`src/rtl/mdu_pkg.sv`:
```
// mdu_pkg -- shared definitions for the HI/LO multiply/divide controller.
//   * req_op encodings (MULT, MULTU, DIV, DIVU, MTHI, MTLO; others are no-ops)
//   * FSM state encoding
//   * default multiplier latency
package mdu_pkg;

  localparam int MUL_LAT_DEFAULT = 2;

  localparam logic [2:0] OP_MULT  = 3'b000;
  localparam logic [2:0] OP_MULTU = 3'b001;
  localparam logic [2:0] OP_DIV   = 3'b010;
  localparam logic [2:0] OP_DIVU  = 3'b011;
  localparam logic [2:0] OP_MTHI  = 3'b100;
  localparam logic [2:0] OP_MTLO  = 3'b101;

  // state       | meaning
  // ST_IDLE     | no operation held; MTHI/MTLO complete here in one cycle
  // ST_MUL_WAIT | waiting MUL_LAT cycles for the fixed-latency multiplier
  // ST_DIV_WAIT | divider running; waiting for div_ready
  // ST_DONE     | single write-back cycle of HI/LO
  typedef enum logic [1:0] {
    ST_IDLE     = 2'd0,
    ST_MUL_WAIT = 2'd1,
    ST_DIV_WAIT = 2'd2,
    ST_DONE     = 2'd3
  } mdu_state_e;

endpackage

```
`src/rtl/mdu_ctrl.sv`:
```
// mdu_ctrl -- HI/LO multiply/divide sequencing controller.
//
// Accepts an EX-stage HI/LO operation, holds the pipeline (stall_req) while
// the external multiplier or divider works, then writes HI/LO back in a
// single DONE cycle. MTHI/MTLO complete combinationally while idle.
//
// Ports:
//   clk, rst                      clock, synchronous active-high reset
//   req_valid, req_op             operation request and opcode
//   src_a, src_b                  operands (rs, rt)
//   flush                         abort any in-flight operation
//   mul_signed, mul_a, mul_b      multiplier operands (0 when unused)
//   mul_result                    multiplier product, valid MUL_LAT cycles later
//   div_start/div_signed/div_annul, div_a, div_b   divider control/operands
//   div_ready, div_result         divider completion and {remainder,quotient}
//   stall_req, busy               pipeline hold, FSM not idle
//   hi_we/lo_we, hi_wdata/lo_wdata, done   HI/LO write-back
//
// Parameter MUL_LAT: multiplier latency in cycles, 1..7.
// Build option MDU_DIV0_GUARD_EN: when defined, DIV/DIVU by zero bypass the
// divider and complete one cycle after acceptance with HI=src_a, LO=all ones.
module mdu_ctrl
  import mdu_pkg::*;
#(
  parameter int MUL_LAT = MUL_LAT_DEFAULT
) (
  input  logic        clk,
  input  logic        rst,
  input  logic        req_valid,
  input  logic [2:0]  req_op,
  input  logic [31:0] src_a,
  input  logic [31:0] src_b,
  input  logic        flush,
  output logic        mul_signed,
  output logic [31:0] mul_a,
  output logic [31:0] mul_b,
  input  logic [63:0] mul_result,
  output logic        div_start,
  output logic        div_signed,
  output logic        div_annul,
  output logic [31:0] div_a,
  output logic [31:0] div_b,
  input  logic        div_ready,
  input  logic [63:0] div_result,
  output logic        stall_req,
  output logic        busy,
  output logic        hi_we,
  output logic        lo_we,
  output logic [31:0] hi_wdata,
  output logic [31:0] lo_wdata,
  output logic        done
);

  localparam logic [2:0] CNT_INIT = 3'(MUL_LAT - 1);

  mdu_state_e  state_q, state_d;
  logic [2:0]  cnt_q, cnt_d;
  logic [31:0] opa_q, opa_d;
  logic [31:0] opb_q, opb_d;
  logic        sgn_q, sgn_d;
  logic [63:0] res_q, res_d;
  logic        div0;

  always_ff @(posedge clk) begin
    if (rst) begin
      state_q <= ST_IDLE;
      cnt_q   <= '0;
      opa_q   <= '0;
      opb_q   <= '0;
      sgn_q   <= 1'b0;
      res_q   <= '0;
    end else begin
      state_q <= state_d;
      cnt_q   <= cnt_d;
      opa_q   <= opa_d;
      opb_q   <= opb_d;
      sgn_q   <= sgn_d;
      res_q   <= res_d;
    end
  end

  // Operation class (multiply vs divide) is carried by the wait state itself.
  always_comb begin
    state_d    = state_q;
    cnt_d      = cnt_q;
    opa_d      = opa_q;
    opb_d      = opb_q;
    sgn_d      = sgn_q;
    res_d      = res_q;
    mul_signed = 1'b0;
    mul_a      = '0;
    mul_b      = '0;
    div_start  = 1'b0;
    div_signed = 1'b0;
    div_annul  = 1'b0;
    div_a      = '0;
    div_b      = '0;
    stall_req  = 1'b0;
    busy       = 1'b0;
    hi_we      = 1'b0;
    lo_we      = 1'b0;
    hi_wdata   = '0;
    lo_wdata   = '0;
    done       = 1'b0;
    div0       = 1'b0;
`ifdef MDU_DIV0_GUARD_EN
    div0       = (src_b == 32'd0);
`endif

    // Outputs are forced to zero while rst is high; the register block
    // ignores the next-state values during reset.
    if (!rst) begin
      busy = (state_q != ST_IDLE);
      case (state_q)
        ST_IDLE: begin
          if (req_valid && !flush) begin
            case (req_op)
              OP_MULT, OP_MULTU: begin
                stall_req  = 1'b1;
                mul_signed = (req_op == OP_MULT);
                mul_a      = src_a;
                mul_b      = src_b;
                opa_d      = src_a;
                opb_d      = src_b;
                sgn_d      = (req_op == OP_MULT);
                cnt_d      = CNT_INIT;
                state_d    = ST_MUL_WAIT;
              end
              OP_DIV, OP_DIVU: begin
                stall_req = 1'b1;
                opa_d     = src_a;
                opb_d     = src_b;
                sgn_d     = (req_op == OP_DIV);
                if (div0) begin
                  res_d   = {src_a, 32'hFFFF_FFFF};
                  state_d = ST_DONE;
                end else begin
                  div_start  = 1'b1;
                  div_signed = (req_op == OP_DIV);
                  div_a      = src_a;
                  div_b      = src_b;
                  state_d    = ST_DIV_WAIT;
                end
              end
              OP_MTHI: begin
                hi_we    = 1'b1;
                hi_wdata = src_a;
                done     = 1'b1;
              end
              OP_MTLO: begin
                lo_we    = 1'b1;
                lo_wdata = src_a;
                done     = 1'b1;
              end
              default: ;
            endcase
          end
        end

        ST_MUL_WAIT: begin
          stall_req  = 1'b1;
          mul_signed = sgn_q;
          mul_a      = opa_q;
          mul_b      = opb_q;
          if (flush) begin
            cnt_d   = '0;
            state_d = ST_IDLE;
          end else if (cnt_q == 3'd0) begin
            res_d   = mul_result;
            state_d = ST_DONE;
          end else begin
            cnt_d = cnt_q - 3'd1;
          end
        end

        ST_DIV_WAIT: begin
          stall_req  = 1'b1;
          div_start  = !div_ready;
          div_signed = sgn_q;
          div_a      = opa_q;
          div_b      = opb_q;
          if (flush) begin
            div_annul = 1'b1;
            state_d   = ST_IDLE;
          end else if (div_ready) begin
            res_d   = div_result;
            state_d = ST_DONE;
          end
        end

        ST_DONE: begin
          // A flush landing on the write-back cycle cancels the write.
          if (!flush) begin
            hi_we    = 1'b1;
            lo_we    = 1'b1;
            hi_wdata = res_q[63:32];
            lo_wdata = res_q[31:0];
            done     = 1'b1;
          end
          state_d = ST_IDLE;
        end

        default: state_d = ST_IDLE;
      endcase
    end
  end

endmodule

```
`config.mk`:
```
export PLATFORM = sky130hd
export DESIGN_NAME = mdu_ctrl
export DESIGN_NICKNAME = d
export VERILOG_FILES = /design/src/rtl/mdu_pkg.sv /design/src/rtl/mdu_ctrl.sv
export SDC_FILE = /design/constraint.sdc
export NUM_CORES = 1
export LEC_CHECK = 0
export BUFFER_PORTS_ARGS = -buffer_cell sky130_fd_sc_hd__clkbuf_2
export CORE_AREA = 2 2 155 157
export CTS_CLUSTER_SIZE = 16
export DETAILED_ROUTE_END_ITERATION = 6
export DIE_AREA = 0 0 157 159
export PLACE_DENSITY = 0.66
export SYNTH_ARGS = -nofsm -noshare
export SYNTH_HDL_FRONTEND = slang
export SYNTH_SLANG_ARGS = --single-unit
```
`constraint.sdc`:
```
create_clock -name clk -period 2.4 [get_ports clk]
set_input_delay 0.72 -clock clk [delete_from_list [all_inputs] [get_ports clk]]
set_output_delay 0.72 -clock clk [all_outputs]
set_load 0.01 [all_outputs]
```
Word level (Yosys, flattened, before mapping):

Index checks and enable logic that the tools add are counted.
W data, S select, Z words.

* logic and storage cells: 122
* bits of input ports: 200
* flip-flop bits (word level): 134

* reduce and logical (&&, ||, !) cells: 20
* add/sub/neg operators: 1
* multiplexer cells: 77
* eq/ne operators: 18

Operators with widths (number)
* $mux W32: 20
* $pmux W32 S2: 6
* $mux W64: 4
* $pmux W64 S2: 1
* $mux W1: 26
* $pmux W1 S2: 8
* $mux W3: 4
* $mux W2: 5
* $ne A2 B2 Y1 const B: 5
* $ne A3 B3 Y1 const B: 3
* $pmux W2 S4: 1
* $reduce_and A4 Y1: 2
* $reduce_bool A2 Y1: 4
* $reduce_or A2 Y1: 4
* $eq A3 B2 Y1 const B: 2
* $eq A3 B3 Y1 const B: 2
* $logic_not A3 Y1: 2
* $pmux W3 S2: 1
* $reduce_and A3 Y1: 2
* $reduce_and A5 Y1: 1
* $eq A2 B2 Y1 const B: 2
* $pmux W2 S2: 1
* $reduce_or A4 Y1: 1
* $eq A3 B1 Y1 const B: 1
* 7 further kinds: 8

Logic depth before layout (Yosys ltp):

Gate-level depths: netlist (run 1).

* depth after elaboration: 6
* gate-level depth with buffers: 9
* mapped depth without buffers: 6

Least setup slack after synthesis (run 1):

No wires, ideal clock.

* path kind: input to output
* start: input port req_op[2]
* end: output port mul_a[0]
* setup slack: -180 ps
* path buffers: 2
* arrival: 1860 ps
* cell stages on the path: 6
* cells stage by stage: nand4bb_1 nor2_1 clkbuf_1 buf_1 a22oi_1 nor2_1

* cells in the longest elaborated chain, start to end: 6
* elaborated cells on any way between the ends: 7
* classes of those cells: 1 x eq/ne; 4 x mux; 2 x reduce/logical

Ends and longest elaborated chain
* start, declared: RTL line mdu_ctrl.sv:30 `input logic [2:0] req_op,`
* $eq A3 B1 Y1 / $logic_not A3 Y1 (equally long branches): RTL line mdu_ctrl.sv:117 `case (req_op)`
* $reduce_or A2 Y1 (*): RTL line mdu_ctrl.sv:117
* $mux W32 (*): RTL line mdu_ctrl.sv:117
* $mux W32 (*): RTL line mdu_ctrl.sv:116 `if (req_valid && !flush) begin`
* $pmux W32 S2 (*): RTL line mdu_ctrl.sv:114 `case (state_q)`
* $mux W32 (*): RTL line mdu_ctrl.sv:112 `if (!rst) begin`
* end, declared: RTL line mdu_ctrl.sv:35 `output logic [31:0] mul_a,`

Every way passes the cells marked *; elsewhere a longest branch is shown, timed or not.

Worst setup path after layout (run 1):

* start: register state_q[0]
* end: output port div_a[25]

* cells in the longest elaborated chain, start to end: 3
* elaborated cells on any way between the ends: 4
* classes of those cells: 1 x eq/ne; 2 x mux; 1 x reduce/logical

Ends and longest elaborated chain
* start, declared: RTL line mdu_ctrl.sv:56 `mdu_state_e state_q, state_d;`
* start signal, assigned: RTL line mdu_ctrl.sv:73 `state_q <= state_d;`
* $eq A2 B2 Y1 / $logic_not A2 Y1 (equally long branches): RTL line mdu_ctrl.sv:114
* $pmux W32 S2 (*): RTL line mdu_ctrl.sv:114
* $mux W32 (*): RTL line mdu_ctrl.sv:112
* end, declared: RTL line mdu_ctrl.sv:41 `output logic [31:0] div_a,`

Marked as above.

==> results of run 1 <==
power by group through the flow:
stage               Clock, mW  Sequential, mW  Combinational (mW)
global route             2.77            3.12                4.52
CTS                      2.67            3.03                3.98
global placement            0            3.04                3.51
finish                   2.64            3.08                4.21
detailed placement          0            3.06                3.55
floorplan                   0            2.97                2.30
per-layer routing:
metal,vias up,wire (um),GRT usage
met4,0,597,0.0746
met1,4844,15900,0.373
met2,464,17600,0.454
li1,4736,-,-
met5,-,0,0
met3,53,2510,0.0449
repair_timing:
action,in CTS,in global routing
setup endpoints to repair,200,200
gates resized for setup,84,235
cloned,16,6
setup buffers,23,7
pin swaps,48,55
hold buffers,0,0
state kept, by name, summed over array words and instances (netlist names):
name / flops
res_q: 64
cnt_q: 3
state_q: 2
opb_q: 32
sgn_q: 1
opa_q: 32
critical path, cell delays in order (launching register included):
cell,delay [ns]
dfxtp_2,0.32
inv_2,0.07
ha_4,0.17
nand3b_4,0.11
buf_12,0.15
nor2_4,0.10
buf_12,0.15
bufbuf_16,0.26
a22oi_1,0.06
nor2_1,0.17
buf_2,0.16
cells by family after synthesis:
kind of cell / count (synthesis) / share of synthesized area
and+or+nand+nor: 424 / 0.209
AOI/OAI and AO/OA: 339 / 0.300
DFF: 134 / 0.334
buffers and inverters: 123 / 0.0661
muxes: 65 / 0.0809
adders and majority gates: 7 / 0.0109
synthesized netlist by cell type:
| library cell | number | area, um^2 |
|---|---|---|
| a2111oi_2 | 1 | 15.0 |
| a2111oi_4 | 1 | 27.5 |
| a211oi_1 | 65 | 488 |
| a21oi_1 | 66 | 330 |
| a22oi_1 | 194 | 1460 |
| a31oi_1 | 1 | 6.26 |
| a32o_1 | 1 | 10.0 |
| and2_1 | 1 | 6.26 |
| and3_1 | 1 | 6.26 |
| buf_1 | 4 | 15.0 |
| buf_2 | 29 | 145 |
| buf_4 | 9 | 67.6 |
| clkbuf_1 | 74 | 278 |
| dfxtp_1 | 134 | 2680 |
| ha_1 | 7 | 87.6 |
| inv_1 | 7 | 26.3 |
| mux2i_1 | 65 | 651 |
| nand2_1 | 129 | 484 |
| nand2b_1 | 3 | 18.8 |
| nand3b_4 | 1 | 20.0 |
| nand4bb_1 | 1 | 11.3 |
| nor2_1 | 276 | 1040 |
| nor2b_1 | 3 | 18.8 |
| nor3_1 | 2 | 10.0 |
| nor3b_1 | 2 | 15.0 |
| nor4_2 | 2 | 25.0 |
| nor4bb_1 | 1 | 10.0 |
| o211a_1 | 3 | 30.0 |
| o211ai_1 | 3 | 22.5 |
| o21a_1 | 1 | 7.51 |
| o21ai_0 | 1 | 5.00 |
| o21ai_1 | 2 | 10.0 |
| or2_2 | 1 | 6.26 |
| or3b_4 | 1 | 11.3 |
area by class of cell:
type | count | share of cell area
flip-flops and latches | 134 | 0.204
well taps | 319 | 0.0303
repair buffers | 512 | 0.288
inverters | 7 | 0.00199
multi-input cells | 835 | 0.432
clock buffers | 19 | 0.0328
clock inverters | 13 | 0.0112
diodes | 1 | 0.000190
worst max path at each step:
stage	start	cells past startpoint	slack, ns	end
floorplan	flush	6	-0.05	lo_wdata[22]
global placement	req_op[2]	7	-0.28	lo_wdata[31]
detailed placement	req_op[2]	7	-0.29	hi_wdata[31]
CTS	state_q[1]	10	-0.43	mul_a[24]
global route	state_q[0]	10	-0.55	div_a[25]
finish	state_q[0]	10	-0.46	div_a[25]
per-stage QoR:
stage | utilization | hold slack, ns
6_report | 0.569 | 0.480
5_1_grt | 0.569 | 0.490
4_1_cts | 0.549 | 0.475
3_5_place_dp | 0.476 | 0.463
3_3_place_gp | 0.476 | 0.457
2_1_floorplan | - | 0.450
==> results.toml, run 1 <==
[hold_path]
holdCritStartpoint = "opb_q[16]"
min_path_type = "flop to flop"
whs_path_depth = 2
whs_endpoint = "opb_q[16]"

[pwr]
irDropWorstVdd_mv = 0.509
power_frac_clock = 0.266
finalPower_mw = 9.93
power.internal_mw = 6.04
netSwitchingFraction = 0.392
p_sw_mw = 3.89
share_seq_of_total_power = 0.310
p_leak_nw = 5.23
proportion_of_power_drawn_by_combinational_gates = 0.424
powerDensity_nw_per_um2 = 753

[grt]
antenna_found_initial = 1
grt_first_pass_wirelength_um = 53900
number_of_global_route_vias_before_repair = 9489
globalRoute.totalOverflow = 0
grt_start_max_net_pins = 127
globalRouteTotalUtil = 0.276

[logic_synthesis]
yosys.cell_types.count = 34
post_synth_instance_area_um2 = 8040
syn_avg_cell_area_um2 = 7.36
synth_nets = 1299
synth.yosys.warnings = 0
synth_seq_area_share = 0.334
synthCells = 1092
ys_ff_latch = 134

[detailed_routing]
dr_total_vias = 10100
post_drt_wl_per_cell_um = 19.9
final_antenna_net_count = 0
drt-total-wl_um = 36600
drt_pass_1_iters = 6
drt_first_iter_violations = 749
detail_route.vias_per_cell = 5.49
drc = 0

[clock_network]
htree_levels = 4
cts_tree = "built"
clock_path_buffers = 2
clockRootBuffer = "clkbuf_16"
path_clk_slew_ns = 0.07
cts_bufs_inserted = 17
clk-insertion-delay-late_ns = 0.42
sink_count = 134

[sta]
achievable-frequency_mhz = 349
fin_tns_setup_ns = -70.33
worst_slack_ns = -0.465
min_period_ns = 2.86
relSlewSlack = 0.471
final.setup_skew_ns = 0.00730
max_slew.worst_pin.slew_ns = 0.794
tcrit_tclk_final = 1.19
slew_violations = 0
setup_viol = 200
rsz_0062_raised_after_global_routing = "yes"
finalHoldViolations = 0

[place]
io_buffers = 400
place_inst = 1762
preCtsSetupSlack_ns = -0.292
globalplace.congestion = 0.878
detailed_place.area_um2 = 11000
dp_hpwl_um = 23000

[cells_and_area]
final_cell_count_no_fill = 1840
area_taken_by_flip_flops_and_latches_um2 = 2690
layout.filler_cells = 2099
synthToLayoutAreaGrowth_pct = 64.0
multi_input_gate_area_in_the_final_layout_um2 = 5700
final_net_count = 1714
layout-drive-gt1-share = 0.475
layout.cells.most_common = "clkbuf_2"
layout_common_cells = "clkbuf_2 (245), nor2_1 (228), buf_2 (142)"
stdcell_area_um2 = 13200

[setup_path]
critPathLaunchType = "flop"
reg2reg_setup_slack_ns = 0.14
critical_path.max_fanout = 9
critical_path_arrival_ns = 2.14
critical_path_required_ns = 1.68
rr_endpoint = "res_q[11]"
depth_of_the_most_critical_reg_to_reg_path = 10
critPathCaptureType = "output port"
worst_r2r_startpoint = "state_q[0]"
crit_type = "flop to output port"

[die]
effective_utilization_at_floorplan = 0.347
rows = 56
floorplan.die_area_um2 = 25000
die_w_um = 157
io_pins = 401
coreArea_um2 = 23200
die-height_um = 159

[run_status]
failed_checks = "setup timing"
status = "finished with violations"

[flow_run]
maxCapViolCount = 0
(Power assumes the default switching activity.)
==> run 2, diff against run 1 <==
--- a/config.mk
+++ b/config.mk
@@ -11,6 +11,7 @@
 export DETAILED_ROUTE_END_ITERATION = 6
 export DIE_AREA = 0 0 157 159
 export PLACE_DENSITY = 0.66
+export SETUP_SLACK_MARGIN = 0.5
 export SYNTH_ARGS = -nofsm -noshare
 export SYNTH_HDL_FRONTEND = slang
 export SYNTH_SLANG_ARGS = --single-unit
==> run 2 against run 1 <==
  * The run still ends with setup timing left
  * Core utilization increased by 9.1 points
  * Final area rose by 16%
  * Sequential cell count unchanged
  * Total power increased by 22%
  * Final cell count is 3.9% higher
  * Clock power is 7% higher
  * Worst hold slack improved by 0.0082 ns
  * Critical path depth increased by 1
  * Sequential share of layout area is 2.8 points lower
  * Combinational power grew 46%
==> results.toml, run 2 (synthesis results as in run 1) <==
[clock_network]
clockRootBuffer = "clkbuf_16"
clk-insertion-delay-late_ns = 0.43
path_clk_slew_ns = 0.07
htree_levels = 4
clock_path_buffers = 2
cts_tree = "built"
cts_bufs_inserted = 17
sink_count = 134
holdBufCountCts = 0

[setup_path]
critical_path_required_ns = 1.68
critPathCaptureType = "output port"
critical_path.max_fanout = 6
critPathLaunchType = "flop"
crit_type = "flop to output port"
critical_path_arrival_ns = 2.15

[sta]
setup_viol = 200
relSlewSlack = 0.433
rsz_0062_raised_after_global_routing = "yes"
final.setup_skew_ns = 0.0192
tcrit_tclk_final = 1.20
hold_slack_final_ns = 0.488
slew_violations = 0
achievable-frequency_mhz = 348
min_period_ns = 2.87
max_slew.worst_pin.slew_ns = 0.851
finalHoldViolations = 0
worst_slack_ns = -0.471

[grt]
globalRouteTotalUtil = 0.296
number_of_global_route_vias_before_repair = 9891
grt_first_pass_wirelength_um = 57400
grt_start_max_net_pins = 81
globalRoute.totalOverflow = 0
antenna_found_initial = 1

[cells_and_area]
layout_common_cells = "clkbuf_2 (260), a22oi_2 (154), nor2_1 (143)"
top_regs = "res_q x64, opa_q x32, opb_q x32"
multi_input_gate_area_in_the_final_layout_um2 = 6310
synthToLayoutAreaGrowth_pct = 90.2
area_taken_by_flip_flops_and_latches_um2 = 2690
layout-drive-gt1-share = 0.588
top_register = "res_q"
final_cell_count_no_fill = 1911
final_net_count = 1785
flip_flop_count_of_the_largest_register_all_copies_and_words_added = 64
layout.cells.most_common = "clkbuf_2"
postLayoutCoreUtil = 0.659
layout.filler_cells = 1766

[die]
die-height_um = 159
coreArea_um2 = 23200
rows = 56
die_w_um = 157
floorplan.die_area_um2 = 25000
effective_utilization_at_floorplan = 0.347
io_pins = 401

[place]
globalplace.congestion = 0.838
place_inst = 1767
preCtsSetupSlack_ns = -0.312
dp_hpwl_um = 23200
io_buffers = 400

[hold_path]
min_path_type = "flop to flop"

[detailed_routing]
drc = 0
detail_route.vias_per_cell = 5.74
drt_pass_1_iters = 5
drt-total-wl_um = 43300
post_drt_wl_per_cell_um = 22.7
dr_total_vias = 11000
final_antenna_net_count = 0
drt_first_iter_violations = 926

[flow_run]
maxCapViolCount = 0

[pwr]
proportion_of_power_drawn_by_combinational_gates = 0.507
powerDensity_nw_per_um2 = 791
finalPower_mw = 12.1
irDropWorstVdd_mv = 0.619
power.internal_mw = 7.31
share_seq_of_total_power = 0.259
p_leak_nw = 5.89
p_sw_mw = 4.78
power_frac_clock = 0.234
netSwitchingFraction = 0.395

[run_status]
status = "finished with violations"
failed_checks = "setup timing"
-- run 2: changes by cell type in the layout (fill, tap and decap cells not counted), sizes merged --
| cell | change |
|---|---|
| clkinvlp | -1 |
| buf | +53 |
| bufinv | +1 |
| clkinv | -2 |
| clkbuf | +20 |
| bufbuf | -3 |
| inv | +3 |
-- run 2: per-layer routing --
metal,global-route usage,vias to the layer above,part of all wire
met5,0,-,0
met4,0.122,0,0.044
met3,0.0550,146,0.098
met2,0.471,685,0.46
met1,0.393,5245,0.40
li1,-,4887,-
-- run 2: power groups by stage --
stage	combinational (mW)	sequential (mW)	clock, mW
after global placement	3.72	3.06	0
after global routing	6.40	3.17	2.96
after detailed placement	3.76	3.07	0
final	6.13	3.13	2.83
after CTS	4.93	3.07	2.85
after floorplan	2.56	2.99	0
-- run 2: layout make-up --
| cell class | count | area share |
|---|---|---|
| well taps | 319 | 0.0261 |
| multi-input cells | 835 | 0.413 |
| diodes | 1 | 0.000164 |
| clock inverters | 14 | 0.0123 |
| flip-flops and latches | 134 | 0.176 |
| repair buffers | 583 | 0.344 |
| inverters | 7 | 0.00172 |
| clock buffers | 18 | 0.0281 |
-- run 2: critical path, cell delays in order, from the launching register on --
cell and delay, ns:
dfxtp_2 0.34, inv_2 0.06, buf_4 0.13, buf_6 0.10, buf_6 0.10, ha_4 0.18
o21ai_4 0.17, buf_12 0.17, buf_8 0.13, clkbuf_16 0.15, nor2_2 0.04, buf_2 0.14
-- run 2: final timing paths --
kind | start | to | slack (ns) | cells after the start
setup reg to reg | state_q[1] | res_q[37] | 0.01 | 12
hold / removal | opa_q[8] | opa_q[8] | 0.49 | 2
setup / recovery | state_q[1] | mul_b[0] | -0.47 | 11
hold reg to reg | opa_q[8] | opa_q[8] | 0.49 | 2
-- run 2: repair_timing --
| item | 4_1_cts | 5_1_grt |
|---|---|---|
| buffers inserted | 44 | 18 |
| pin swaps | 64 | 119 |
| cloned | 25 | 24 |
| setup endpoints to repair | 333 | 333 |
| gates resized for setup | 135 | 298 |
-- run 2: stage by stage --
step	instance area [um^2]	setup TNS [ns]
after floorplan	9090	-3.70
after global placement	11600	-35.04
after detailed placement	11600	-37.34
after CTS	13900	-67.35
after global routing	15300	-96.18
final	15300	-80.21
